`src/rtl/s2_share_arbiter_pkg.sv`:
```
`default_nettype none
// ============================================================================
//  Module   : s2_share_arbiter_pkg
//  Purpose  : Shared definitions for the S2 shared-register arbiter:
//             FSM state encoding, requester count and round-robin
//             pointer width.
//  Revision : 1.0  initial release
// ============================================================================
package s2_share_arbiter_pkg;

   localparam int c_NREQ  = 4;
   localparam int c_PTR_W = 2;

   typedef enum logic [0:0] {
      S_IDLE = 1'b0,
      S_OWN  = 1'b1
   } state_t;

endpackage
`default_nettype wire

```
`src/rtl/s2_share_arbiter_rr_pick4.sv`:
```
`default_nettype none
// ============================================================================
//  Module   : rr_pick4
//  Purpose  : Combinational round-robin picker for 4 requesters. Scans
//             ptr, ptr+1, ptr+2, ptr+3 (mod 4) and returns the first
//             requester found.
//  Ports    : req    in  4  request levels
//             ptr    in  2  highest-priority index this round
//             any    out 1  at least one request present
//             idx    out 2  selected requester index
//             onehot out 4  one-hot of idx (all zero when any=0)
//  Revision : 1.0  initial release
// ============================================================================
module rr_pick4
   import s2_share_arbiter_pkg::*;
(
   input  logic [c_NREQ-1:0]  req,
   input  logic [c_PTR_W-1:0] ptr,
   output logic               any,
   output logic [c_PTR_W-1:0] idx,
   output logic [c_NREQ-1:0]  onehot
);

   logic               w_found;
   logic [c_PTR_W-1:0] w_cand;

   // The 2-bit addition wraps naturally, giving the mod-4 scan order.
   always_comb begin
      w_found = 1'b0;
      w_cand  = '0;
      idx     = '0;
      for (int i = 0; i < c_NREQ; i++) begin
         w_cand = ptr + c_PTR_W'(i);
         if (!w_found && req[w_cand]) begin
            idx     = w_cand;
            w_found = 1'b1;
         end
      end
   end

   assign any    = |req;
   assign onehot = any ? (c_NREQ'(1) << idx) : '0;

endmodule
`default_nettype wire

```
`src/rtl/s2_share_arbiter.sv`:
```
`default_nettype none
// ============================================================================
//  Module   : s2_share_arbiter
//  Purpose  : Round-robin arbiter sharing one N-bit storage register among
//             4 requesters. The owner's data lane is steered through a 4:1
//             select into the register on its write strobe; the owner
//             releases via last or by dropping its request.
//  Config   : S2ARB_TIMEOUT_EN - when defined, an 8-bit hold counter forces
//             release after MAX_HOLD consecutive OWN cycles and pulses
//             timeout. When undefined, timeout is tied low.
//  Ports    : CLK     in  1    clock, rising edge
//             CLR     in  1    asynchronous active-high reset
//             req     in  4    request levels
//             wr      in  4    write strobes (owner only)
//             last    in  4    release strobes (owner only)
//             din     in  4*N  data lanes, lane k = din[k*N +: N]
//             gnt     out 4    registered one-hot grant
//             sel     out 2    current / most recent owner
//             busy    out 1    high while in OWN
//             timeout out 1    one-cycle pulse on forced release
//             out     out N    shared register contents
//  Revision : 1.0  initial release
// ============================================================================
module s2_share_arbiter
   import s2_share_arbiter_pkg::*;
#(
   parameter int N        = 8,
   parameter int MAX_HOLD = 15
)
(
   input  logic                CLK,
   input  logic                CLR,
   input  logic [c_NREQ-1:0]   req,
   input  logic [c_NREQ-1:0]   wr,
   input  logic [c_NREQ-1:0]   last,
   input  logic [c_NREQ*N-1:0] din,
   output logic [c_NREQ-1:0]   gnt,
   output logic [c_PTR_W-1:0]  sel,
   output logic                busy,
   output logic                timeout,
   output logic [N-1:0]        out
);

   // Out-of-range MAX_HOLD leaves this marker block in the hierarchy.
   if (MAX_HOLD < 1 || MAX_HOLD > 255) begin : g_max_hold_out_of_range
   end

   state_t              r_state,   w_state_nxt;
   logic [c_PTR_W-1:0]  r_ptr,     w_ptr_nxt;
   logic [c_NREQ-1:0]   r_gnt,     w_gnt_nxt;
   logic [c_PTR_W-1:0]  r_sel,     w_sel_nxt;
   logic                r_timeout, w_timeout_nxt;
   logic [N-1:0]        r_out,     w_out_nxt;

   logic                w_any;
   logic [c_PTR_W-1:0]  w_idx;
   logic [c_NREQ-1:0]   w_onehot;
   logic                w_owner_rel;
   logic                w_force;
   logic [N-1:0]        w_lane [c_NREQ];

   rr_pick4 u_pick (
      .req    (req),
      .ptr    (r_ptr),
      .any    (w_any),
      .idx    (w_idx),
      .onehot (w_onehot)
   );

   for (genvar k = 0; k < c_NREQ; k++) begin : g_lane
      assign w_lane[k] = din[k*N +: N];
   end

   // Owner-initiated release: explicit last or request withdrawn.
   assign w_owner_rel = last[r_sel] | ~req[r_sel];

`ifdef S2ARB_TIMEOUT_EN
   localparam logic [7:0] c_HOLD_LIM = 8'(MAX_HOLD);

   logic [7:0] r_hold;
   logic [7:0] w_hold_inc;

   assign w_hold_inc = r_hold + 8'd1;
   // Forced release only when the owner is not already letting go.
   assign w_force    = (r_state == S_OWN) & ~w_owner_rel & (w_hold_inc == c_HOLD_LIM);

   // Held at zero in IDLE, so it starts from zero on every new grant.
   always_ff @(posedge CLK or posedge CLR) begin
      if (CLR)
         r_hold <= '0;
      else if (r_state == S_IDLE)
         r_hold <= '0;
      else
         r_hold <= w_hold_inc;
   end
`else
   assign w_force = 1'b0;
`endif

   always_ff @(posedge CLK or posedge CLR) begin
      if (CLR) begin
         r_state   <= S_IDLE;
         r_ptr     <= '0;
         r_gnt     <= '0;
         r_sel     <= '0;
         r_timeout <= 1'b0;
         r_out     <= '0;
      end else begin
         r_state   <= w_state_nxt;
         r_ptr     <= w_ptr_nxt;
         r_gnt     <= w_gnt_nxt;
         r_sel     <= w_sel_nxt;
         r_timeout <= w_timeout_nxt;
         r_out     <= w_out_nxt;
      end
   end

   always_comb begin
      w_state_nxt   = r_state;
      w_ptr_nxt     = r_ptr;
      w_gnt_nxt     = r_gnt;
      w_sel_nxt     = r_sel;
      w_timeout_nxt = 1'b0;
      w_out_nxt     = r_out;
      case (r_state)
         S_IDLE: begin
            w_gnt_nxt = '0;
            if (w_any) begin
               w_state_nxt = S_OWN;
               w_gnt_nxt   = w_onehot;
               w_sel_nxt   = w_idx;
            end
         end
         S_OWN: begin
            // A write on the releasing edge still lands.
            if (wr[r_sel])
               w_out_nxt = w_lane[r_sel];
            if (w_owner_rel || w_force) begin
               w_state_nxt   = S_IDLE;
               w_gnt_nxt     = '0;
               w_ptr_nxt     = r_sel + c_PTR_W'(1);
               w_timeout_nxt = w_force;
            end
         end
         default: begin
            w_state_nxt = S_IDLE;
            w_gnt_nxt   = '0;
         end
      endcase
   end

   assign gnt     = r_gnt;
   assign sel     = r_sel;
   assign busy    = (r_state == S_OWN);
   assign timeout = r_timeout;
   assign out     = r_out;

endmodule
`default_nettype wire

```
`config.mk`:
```
export PLATFORM = sky130hd
export DESIGN_NAME = s2_share_arbiter
export DESIGN_NICKNAME = d
export VERILOG_FILES = /design/src/rtl/s2_share_arbiter_pkg.sv /design/src/rtl/s2_share_arbiter_rr_pick4.sv /design/src/rtl/s2_share_arbiter.sv
export SDC_FILE = /design/constraint.sdc
export NUM_CORES = 1
export LEC_CHECK = 0
export ABC_AREA = 1
export CAP_MARGIN = 20
export CORE_ASPECT_RATIO = 0.8
export CORE_MARGIN = 2
export CORE_UTILIZATION = 40
export DETAILED_ROUTE_END_ITERATION = 6
export PLACE_DENSITY = 0.8
export SLEW_MARGIN = 10
export SYNTH_ARGS = -nofsm -noshare
export SYNTH_HDL_FRONTEND = slang
export SYNTH_SLANG_ARGS = --single-unit
```
`constraint.sdc`:
```
create_clock -name CLK -period 1.9 [get_ports CLK]
set_clock_uncertainty 0.05 [all_clocks]
set_input_delay 0.475 -clock CLK [delete_from_list [all_inputs] [get_ports CLK]]
set_output_delay 0.475 -clock CLK [all_outputs]
set_load 0.01 [all_outputs]
```
# Word-level counts from Yosys, hierarchy flattened
# Index checks and enable logic that the tools add are counted.
[totals]
regBits = 17
output_inout_bits = 16
wordCells = 61
[op_classes]
n_addsub = 4
magnitude_cmp = 6
n_eq_ne = 1
shifts = 1
mux = 30
bitwise_logic = 4
reduce_logical = 10
[op_table]
columns = ["operator", "count"]
rows = [
  ["binary-select mux 8 bit (select 2 bit)", 1],
  ["2-to-1 mux 8 bit", 2],
  ["< comparator 2 x 3 -> 1 bit, second input constant", 5],
  ["binary-select mux 1 bit (select 2 bit)", 7],
  ["2-to-1 mux 1 bit", 12],
  ["2-to-1 mux 2 bit", 4],
  ["2-to-1 mux 4 bit", 2],
  ["one-hot mux 4 bit (2 select lines)", 1],
  ["AND reduction 2 bit", 3],
  ["adder 2 x 1 -> 2 bit, second input constant", 2],
  ["adder 2 bit, second input constant", 2],
  ["OR reduction 4 bit", 1],
  ["left shift 1 x 2 -> 4 bit, first input constant", 1],
  ["greater-or-equal comparator 3 bit, second input constant", 1],
  ["logical AND 1 bit", 3],
  ["zero test 1 bit", 3],
  ["NOT 2 -> 3 bit", 1],
  ["inequality test 2 x 1 -> 1 bit, second input constant", 1],
  ["NOT 1 bit", 2],
  ["one-hot mux 1 bit (2 select lines)", 1],
  ["OR 1 bit", 1],
]

# Longest topological paths before layout
# Gate-level depths: netlist of run 1.
[depth]
depth_word = 15
ltp_mapped = 12
ltp_nobuf = 12

# Hierarchy
# A second synthesis of run 1 with hierarchy kept.
[hier_totals]
hier_cells = 268
hier_area_um2 = 1692.9
[modules_own_cells]
columns = ["module", "n_inst", "cells_per_inst", "area_each_um2", "seq_area_each_um2"]
rows = [
  ["s2_share_arbiter", 1, 190, 1287.5, 425.4],
  ["rr_pick4", 1, 78, 405.4, 0.0],
]

# Worst setup path after synthesis of run 1
# No wires, ideal clock.
[synth_path]
path_kind = "reg-to-reg"
startpoint = "reg r_sel[0], in the netlist sel[0]"
endpoint = "reg r_out[0], in the netlist out[0]"
setup_time_ps = 121
arrival_ps = 1263
required_time_ps = 1729
path_slack_ps = 465
path_stages_with_launch = 8
period_less_slack_ps = 1435
cell_sequence = "dfrtp_1 -> inv_1 -> buf_2 -> o21ai_1 -> a21oi_4 -> buf_4 -> nor2_1 -> a21oi_1"
[synth_between]
elab_chain_cells = 4
[synth_lines]
columns = ["item", "line_no", "text"]
rows = [
  ["from (decl)", "s2_share_arbiter.sv:51", "logic [c_PTR_W-1:0] r_sel, w_sel_nxt;"],
  ["from (signal assigned)", "s2_share_arbiter.sv:112", "r_sel <= w_sel_nxt;"],
  ["NOT 2 -> 3 bit (implied by the code)", "s2_share_arbiter.sv:137", "w_out_nxt = w_lane[r_sel];"],
  ["binary-select mux 8 bit (select 2 bit)", "s2_share_arbiter.sv:137", ""],
  ["2-to-1 mux 8 bit (implied by the code) (2 in a row)", "s2_share_arbiter.sv:137", ""],
  ["to (signal assigned)", "s2_share_arbiter.sv:114", "r_out <= w_out_nxt;"],
  ["to (decl)", "s2_share_arbiter.sv:53", "logic [N-1:0] r_out, w_out_nxt;"],
]
# Parallel ways exist; a longest one is shown, timed or not. The select of a mux whose other input is x is not followed.
# A chain may end at the register's enable or synchronous reset.

# Worst setup path after layout of run 1
[layout_path]
startpoint = "reg r_sel[1], in the netlist sel[1]"
endpoint = "out sel[1]"
[layout_rtl]
columns = ["item", "line_no", "text"]
rows = [
  ["to (decl)", "s2_share_arbiter.sv:38", "output logic [c_PTR_W-1:0] sel,"],
]
# No word-level cell between the ends.

==> qor.csv, run 1 <==
metric;value;unit
outcome;finished, final reports clean;
initial antenna violation count;0;
core area;2829;µm²
cts hold-fix bufs;0;
Internal;1.590;mW
Synth area leader;dfrtp_1;
synth top area cells;dfrtp_1, nand2_1, a21oi_1;
VDD IR max;0.9724;mV
clock buffer depth;2;
number of remaining DRC errors;0;
Die Width;65.81;µm
clock-pin slew on the worst setup and hold paths;0.07;ns
TritonCTS clock tree;done;
clk sink count;17;
setup TNS;0;ns
wire length per cell;12.71;µm
commonest cells after routing, fill and taps aside;nand2_1, clkdlybuf4s50_1, dfrtp_1;
latest clock arrival within the worst-skew pair;0.25;ns
number of global-route vias before repair;1139;
Setup Viol. Count Final;0;
Worst Path Arrival;1.26;ns
Setup Buffers After CTS;0;
hpwl dp;2889;µm
filler instances;246;
Hold/Removal Path Class;reg2reg;
part of the cycle the worst path needs;94.20;%
critical-path cell list;clkdlybuf4s50_1;
H-tree depth;1;
synth warn;0;
grt total ovfl;0;
dpl cell area;1906;µm²
CP top delay family;buffers and inverters;
slowest stage delay, CP;0.57;ns
Iteration-0 DRC Markers;85;
area delta synth->final;60.49;%
Seq/Total Area, Yosys;34.80;%
first-pass GRT wire length;5464;µm
via/cell ratio;4.813;
Post-layout nets;297;
I/O Buffers;60;
gr usage total;20.36;%
Avg Cell Area, Syn;6.608;µm²
Power, Total;3.018;mW
GP Congestion;0.9057;
most common cell after layout, fill and taps aside;nand2_1;
largest net degree at the start of global routing;18;
Gate power share;69.6;%
die footprint;3517;µm²
Routed Wire Length;3660;µm
Lkg Pwr;0.9342;nW
max-slew violations;0;
Seq cells post-synth;17;
antenna-violating nets left;0;
TritonCTS Buffers;3;
Sw Ratio;47.30;%
f_max;558.7;MHz
IO Pins;62;
Slowest-stage cell, CP;clkdlybuf4s50_1;
cell row count;17;
share of cells above drive strength 1;8.400;%
net switching power;1.427;mW
RSZ-0062 raised after global routing;false;
DR pass1 iterations;4;
Seq pwr share;21.5;%
critical path type;reg2out;
clock power share;9.0;%
min Tclk post-route;1.790;ns
Synth cell types;24;
Max-cap violations;0;
Worst EP required;1.37;ns
ANT cells;0;
critical path endpoint category;primary output;
post-synth net total;231;
startpoint types;register;
PwrDens;1538;nW/µm²
Synth Cell Area;1222;µm²
clock root cell;clkbuf_8;
chip height;53.45;µm
post-synth top area share;34.80;%
Initial Util;43.21;%
Worst Path Buf+Inv;1;
post-cts gate resize count;0;
Crit Path Max Fanout;5;
cell count after synthesis;185;
final hold violation count;0;
Hold WS;0.4435;ns
Finished Cell Area;1962;µm²
Vias;1386;
## layout make-up
type                            instances  area, µm²  area share, %
Inverter                               11      41.29          2.105
Clock inverter                          1      5.005         0.2551
Clock buffer                            3      41.29          2.105
Sequential cell                        17      425.4          21.68
Multi-Input combinational cell        149      713.2          36.35
Timing Repair Buffer                   69      688.2          35.08
Tap cell                               38      47.55          2.423
## power groups by stage
stage	combinational [mW]	sequential [mW]	clock [mW]
floorplan	1.26	0.705	0
global placement	2.05	0.650	0
detailed placement	2.07	0.652	0
CTS	2.08	0.646	0.275
global route	2.34	0.662	0.286
finish	2.10	0.648	0.270
## synthesized netlist by cell type
| cell type | n |
|---|---|
| conb_1 | 1 |
| a21boi_1 | 1 |
| xnor2_1 | 1 |
| a21oi_1 | 16 |
| o211ai_1 | 1 |
| nand3_1 | 12 |
| inv_2 | 2 |
| nand2_1 | 78 |
| a32o_1 | 8 |
| nor2_4 | 1 |
| o21ai_2 | 1 |
| buf_4 | 3 |
| buf_2 | 3 |
| clkbuf_1 | 2 |
| nor4_1 | 1 |
| o221ai_1 | 2 |
| o21ai_0 | 4 |
| o21ai_1 | 2 |
| inv_1 | 9 |
| nor2_1 | 16 |
| nand2_2 | 2 |
| nand3b_1 | 1 |
| dfrtp_1 | 17 |
| a21oi_4 | 1 |
## through the flow
stage / setup slack, ns / utilization, % / cells
after floorplan: 0.4655 / - / 185
after global placement: -0.1087 / 67.36 / 284
after detailed placement: -0.1411 / 67.36 / 284
after CTS: 0.1144 / 69.00 / 288
after global routing: 0.02057 / 69.35 / 288
final: 0.1102 / 69.35 / 288
## worst paths after layout
check	start	endpoint	slack (ns)	cells past startpoint
max	sel[1]	sel[1]	0.11	1
min	gnt[3]	gnt[3]	0.44	2
max reg2reg	r_ptr[0]	gnt[2]	0.24	11
min reg2reg	gnt[3]	gnt[3]	0.44	2
max in group asynchronous	CLR	busy	1.14	3
min in group asynchronous	CLR	gnt[0]	0.47	3
## registers in the layout, indices dropped and copies added, names as in the netlist
name   flops
out        8
gnt        4
r_ptr      2
sel        2
busy       1
## cell families after synthesis
family / count (synthesis) / synth area share [%]
DFF: 17 / 34.80
and+or+nand+nor: 111 / 36.85
buffers and inverters: 19 / 7.062
xor gates and xnor gates: 1 / 0.7166
other: 1 / 0.3068
AOI/OAI and AO/OA: 36 / 20.27
## layer usage
layer	wire [µm]	track usage (%)	up-vias
li1	-	-	740
met1	1940	32.72	608
met4	0	3.125	0
met5	0	0	-
met2	1517	28.28	38
met3	202	3.404	0
(Power assumes the default switching activity.)
==> inputs of run 2 (changes only) <==
--- a/config.mk
+++ b/config.mk
@@ -11,7 +11,7 @@
 export CORE_MARGIN = 2
 export CORE_UTILIZATION = 40
 export DETAILED_ROUTE_END_ITERATION = 6
-export PLACE_DENSITY = 0.8
+export PLACE_DENSITY_LB_ADDON = 0.25
 export SLEW_MARGIN = 10
 export SYNTH_ARGS = -nofsm -noshare
 export SYNTH_HDL_FRONTEND = slang
==> qor.csv, run 2 (synthesized netlist as in run 1, its figures left out) <==
metric;value;unit
critical path endpoint category;primary output;
clock buffer depth;2;
clock-pin slew on the worst setup and hold paths;0.07;ns
antenna-violating nets left;0;
cell row count;17;
f_max;553.6;MHz
VDD IR max;0.9222;mV
Vias;1450;
Power, Total;2.996;mW
gr usage total;21.96;%
most common cell after layout, fill and taps aside;nand2_1;
Setup Buffers After CTS;0;
number of remaining DRC errors;0;
grt total ovfl;0;
outcome;finished, final reports clean;
latest clock arrival within the worst-skew pair;0.25;ns
final hold violation count;0;
Seq pwr share;22.0;%
Reg2Reg Depth;12;
Slowest-stage cell, CP;clkdlybuf4s50_1;
Setup Viol. Count Final;0;
first-pass GRT wire length;5830;µm
RSZ-0062 raised after global routing;false;
Max-cap violations;0;
CP top delay family;buffers and inverters;
Sw Ratio;46.92;%
R2R Setup Slk;0.19;ns
initial antenna violation count;0;
hold path depth;2;
core area;2829;µm²
Hold/Removal Path Class;reg2reg;
worst r2r src;r_ptr[0];
hpwl dp;2861;µm
IO Pins;62;
Gate power share;69.1;%
placed insts;283;
Iteration-0 DRC Markers;109;
Crit Path Max Fanout;5;
H-tree depth;1;
slowest stage delay, CP;0.58;ns
wire length per cell;12.99;µm
Lkg Pwr;0.9349;nW
Hold WS;0.4300;ns
max-slew violations;0;
GP Congestion;0.8956;
final core utilization;69.17;%
Worst EP required;1.37;ns
clock power share;8.9;%
Worst Path Arrival;1.28;ns
critical path type;reg2out;
Seq. cell area;426.7;µm²
Non-Filler Instances;287;
chip height;53.45;µm
startpoint types;register;
net switching power;1.406;mW
Initial Util;43.21;%
number of global-route vias before repair;1236;
DR pass1 iterations;4;
Post-layout nets;296;
part of the cycle the worst path needs;95.07;%
commonest cells after routing, fill and taps aside;nand2_1, clkdlybuf4s50_1, nor2_1, a21oi_1, dfrtp_1;
TritonCTS Buffers;3;
TritonCTS clock tree;done;
clk sink count;17;
ANT cells;0;
Worst Path Buf+Inv;1;
Internal;1.590;mW
PwrDens;1531;nW/µm²
clock root cell;clkbuf_8;
Routed Wire Length;3727;µm
Finished Cell Area;1957;µm²
share of cells above drive strength 1;8.032;%
Die Width;65.81;µm
critical-path cell list;clkdlybuf4s50_1;
r2r endpoint;gnt[1];
I/O Buffers;60;
die footprint;3517;µm²
critical path depth;1;
largest net degree at the start of global routing;18;
via/cell ratio;5.052;
max reg flops;8;
area delta synth->final;60.08;%
dpl cell area;1898;µm²
WHS Endpoint;gnt[3];
min Tclk post-route;1.806;ns
multi-input logic area;713.2;µm²
filler instances;233;
worst hold start;gnt[3];
run 2: cell count changes in the layout (fill, tap and decap cells not counted):
| cell | before | now |
|---|---|---|
| buf_4 | 8 | 7 |
| clkbuf_1 | 0 | 1 |
| clkdlybuf4s50_1 | 57 | 56 |
| clkinv_2 | 1 | 0 |
| dfrtp_1 | 17 | 16 |
| dfrtp_2 | 0 | 1 |
| dlymetal6s2s_1 | 3 | 4 |
run 2: worst min-delay path, delay by kind of cell, from the launching register on:
family,cells,cell delay (ns)
and+or+nand+nor,2,0.11
DFF,1,0.34
run 2: metal layers:
metal	vias up	part of all wire, %	GRT usage, %
met2	74	41	32.32
met1	636	47	32.63
met5	-	0	0
met4	0	0.24	3.125
met3	2	11	5.745
li1	738	-	-
run 2: area by class of cell:
type	instances	share of cell area, %
repair buffers	68	34.91
inverters	11	2.110
well taps	38	2.430
clock buffers	4	2.302
multi-input cells	149	36.44
flip-flops and latches	17	21.80
run 2: repair_timing:
| action | 4_1_cts | 5_1_grt |
|---|---|---|
| setup endpoints to repair | 0 | 5 |
| hold buffers | 0 | 0 |
| resized for setup | 0 | 6 |
run 2: power groups by stage:
stage | clock network, mW | registers, mW | logic (mW)
3_3_place_gp | 0 | 0.659 | 2.02
2_1_floorplan | 0 | 0.705 | 1.26
5_1_grt | 0.293 | 0.686 | 2.31
4_1_cts | 0.274 | 0.656 | 2.07
3_5_place_dp | 0 | 0.662 | 2.05
6_report | 0.266 | 0.659 | 2.07
run 2: worst max-delay path by stage:
stage	start	slack, ns	to
global route	r_ptr[0]	0.01	gnt[1]
CTS	sel[1]	0.08	sel[1]
global placement	req[2]	-0.12	gnt[1]
floorplan	sel[0]	0.47	out[0]
detailed placement	req[3]	-0.13	gnt[1]
finish	sel[1]	0.09	sel[1]
run 2: metrics by stage:
stage / worst slack [ns] / TNS, ns
floorplan: 0.4655 / 0
global route: 0.01259 / 0
CTS: 0.08087 / 0
finish: 0.09370 / 0
global placement: -0.1220 / -0.5357
detailed placement: -0.1277 / -0.5843
==> patch, RTL diff (config.mk and constraints of run 2) <==
Set the parameter `N` to 12 (it was 8).
--- a/src/rtl/s2_share_arbiter.sv
+++ b/src/rtl/s2_share_arbiter.sv
@@ -25,5 +25,5 @@
    import s2_share_arbiter_pkg::*;
 #(
-   parameter int N        = 8,
+   parameter int N        = 12,
    parameter int MAX_HOLD = 15
 )
Ports: changed (resized din and out); port bits go from 62 to 82. No check against the original RTL was run, so the function may have changed too.
==> patch against run 2 <==
  * Design area increased by 24%
  * Combinational power up 24%
  * Worst setup slack got worse by 0.0035 ns
  * Sequential cell count up 4
  * Global-route usage up 1.6 points
  * Critical path depth did not move
  * Area after synthesis increased by 25%
  * Total power is 22% higher
  * First-iteration DRC count is 6.4% lower
  * Routed wire length grew 25%
  * Sequential power grew 23%
  * Count of clock-buffer cells in the layout unchanged
  * Non-clock buffer count increased by 21
  * Largest power group unchanged
==> patch: results (changes against run 2) <==
Setup path
  • Reg2reg end: out[11]
  • Flop-to-flop setup slack: 0.24 ns (+0.05 ns)
  • Crit path capture: busy
  • Worst reg-to-reg path cell count: 7 (-5)

Detailed routing
  • Initial DRC count: 102 (-6.4%)
  • First-pass DRT Iterations: 5 (+1)
  • Drt via density: 5.03 (-0.48%)

Synthesis
  • Register area share after synthesis: 0.344 (-0.00431)
  • Syn Nets: 296 (+28%)
  • Synth area leaders: dfrtp_1, nand2_1, nor2_1

GRT
  • First-pass GRT wire length: 7.91 mm (+36%)
  • Largest net degree at the start of global routing: 22 (+4)
  • Tot GR Track Use: 0.235 (+0.0159)
  • Number of global-route vias before repair: 1754 (+42%)

Finish
  • Largest register FFs: 12 (+4)
  • Fill count: 338 (+45%)
  • Layout Nets: 379 (+28%)

Run status
  • Run status: complete, no violations

Placed design
  • Pre-CTS WS: -0.108 ns (+0.0201 ns)
  • PortBufs: 80 (+33%)
  • Hpwl dp: 3.64 mm (+27%)
  • Placed cell area: 2390 µm² (+26%)
  • Routability congestion estimate: 0.885 (-1.2%)

Power
  • Max VDD drop: 0.681 mV (-26%)

Timing
  • Final min period: 1.81 ns (+0.00349 ns)
  • Fmax: 553 MHz (-0.19%)
==> patch: changes by cell type in the layout (fill, tap and decap cells not counted), moves of 5 or more <==
cell,before,now
dfrtp_1,16,21
nand2_1,77,67
o22ai_1,0,9
clkdlybuf4s50_1,56,80
inv_2,2,7
o21ai_0,4,27
nor2_1,16,41
a32o_1,8,0
a21oi_1,16,2
nand2_2,3,11
==> patch: worst min-delay path: cells and delay by family, from the launching register on <==
kind | cells | cell delay (ns)
flops | 1 | 0.35
simple gates | 2 | 0.11
==> patch: logic make-up (layout without fill, tap and decap cells) <==
| family | after synthesis | in the layout |
|---|---|---|
| and+or+nand+nor | 140 | 140 |
| AOI/OAI and AO/OA | 49 | 49 |
| buffers and inverters | 23 | 105 |
| DFF | 21 | 21 |
| other | 1 | 1 |
==> patch: area by class of cell <==
| cell class | instances | area (µm²) | share of cell area |
|---|---|---|---|
| clock buffer | 4 | 45.0 | 0.0185 |
| inverter | 12 | 45.0 | 0.0185 |
| multi-input combinational | 190 | 896 | 0.368 |
| sequential | 21 | 526 | 0.216 |
| tap | 44 | 55.1 | 0.0226 |
| timing repair buffer | 89 | 868 | 0.357 |
==> patch: worst min path at each step <==
stage	start	to	slack [ns]	cells past startpoint
2_1_floorplan	CLR	busy	0.40	1
3_3_place_gp	out[7]	out[7]	0.41	2
3_5_place_dp	out[3]	out[3]	0.42	2
4_1_cts	out[8]	out[8]	0.44	2
5_1_grt	out[8]	out[8]	0.46	2
6_report	gnt[3]	gnt[3]	0.43	2
==> patch: routing by layer <==
layer	global-route usage	vias up	wire length, µm
met5	0	-	0
met4	0.0714	0	93
met3	0.0510	8	274
met2	0.405	63	2200
met1	0.296	814	2090
li1	-	925	-
==> patch: power breakdown <==
group          switching (mW)  internal [mW]  leakage, nW
Clock                   0.142          0.149       0.0228
Sequential              0.151          0.659        0.256
Combinational            1.47           1.09        0.840
==> patch: metrics by stage <==
stage | setup TNS [ns] | util
floorplan | 0 | -
global placement | -0.285 | 0.641
detailed placement | -0.465 | 0.641
CTS | 0 | 0.653
global route | 0 | 0.653
finish | 0 | 0.653
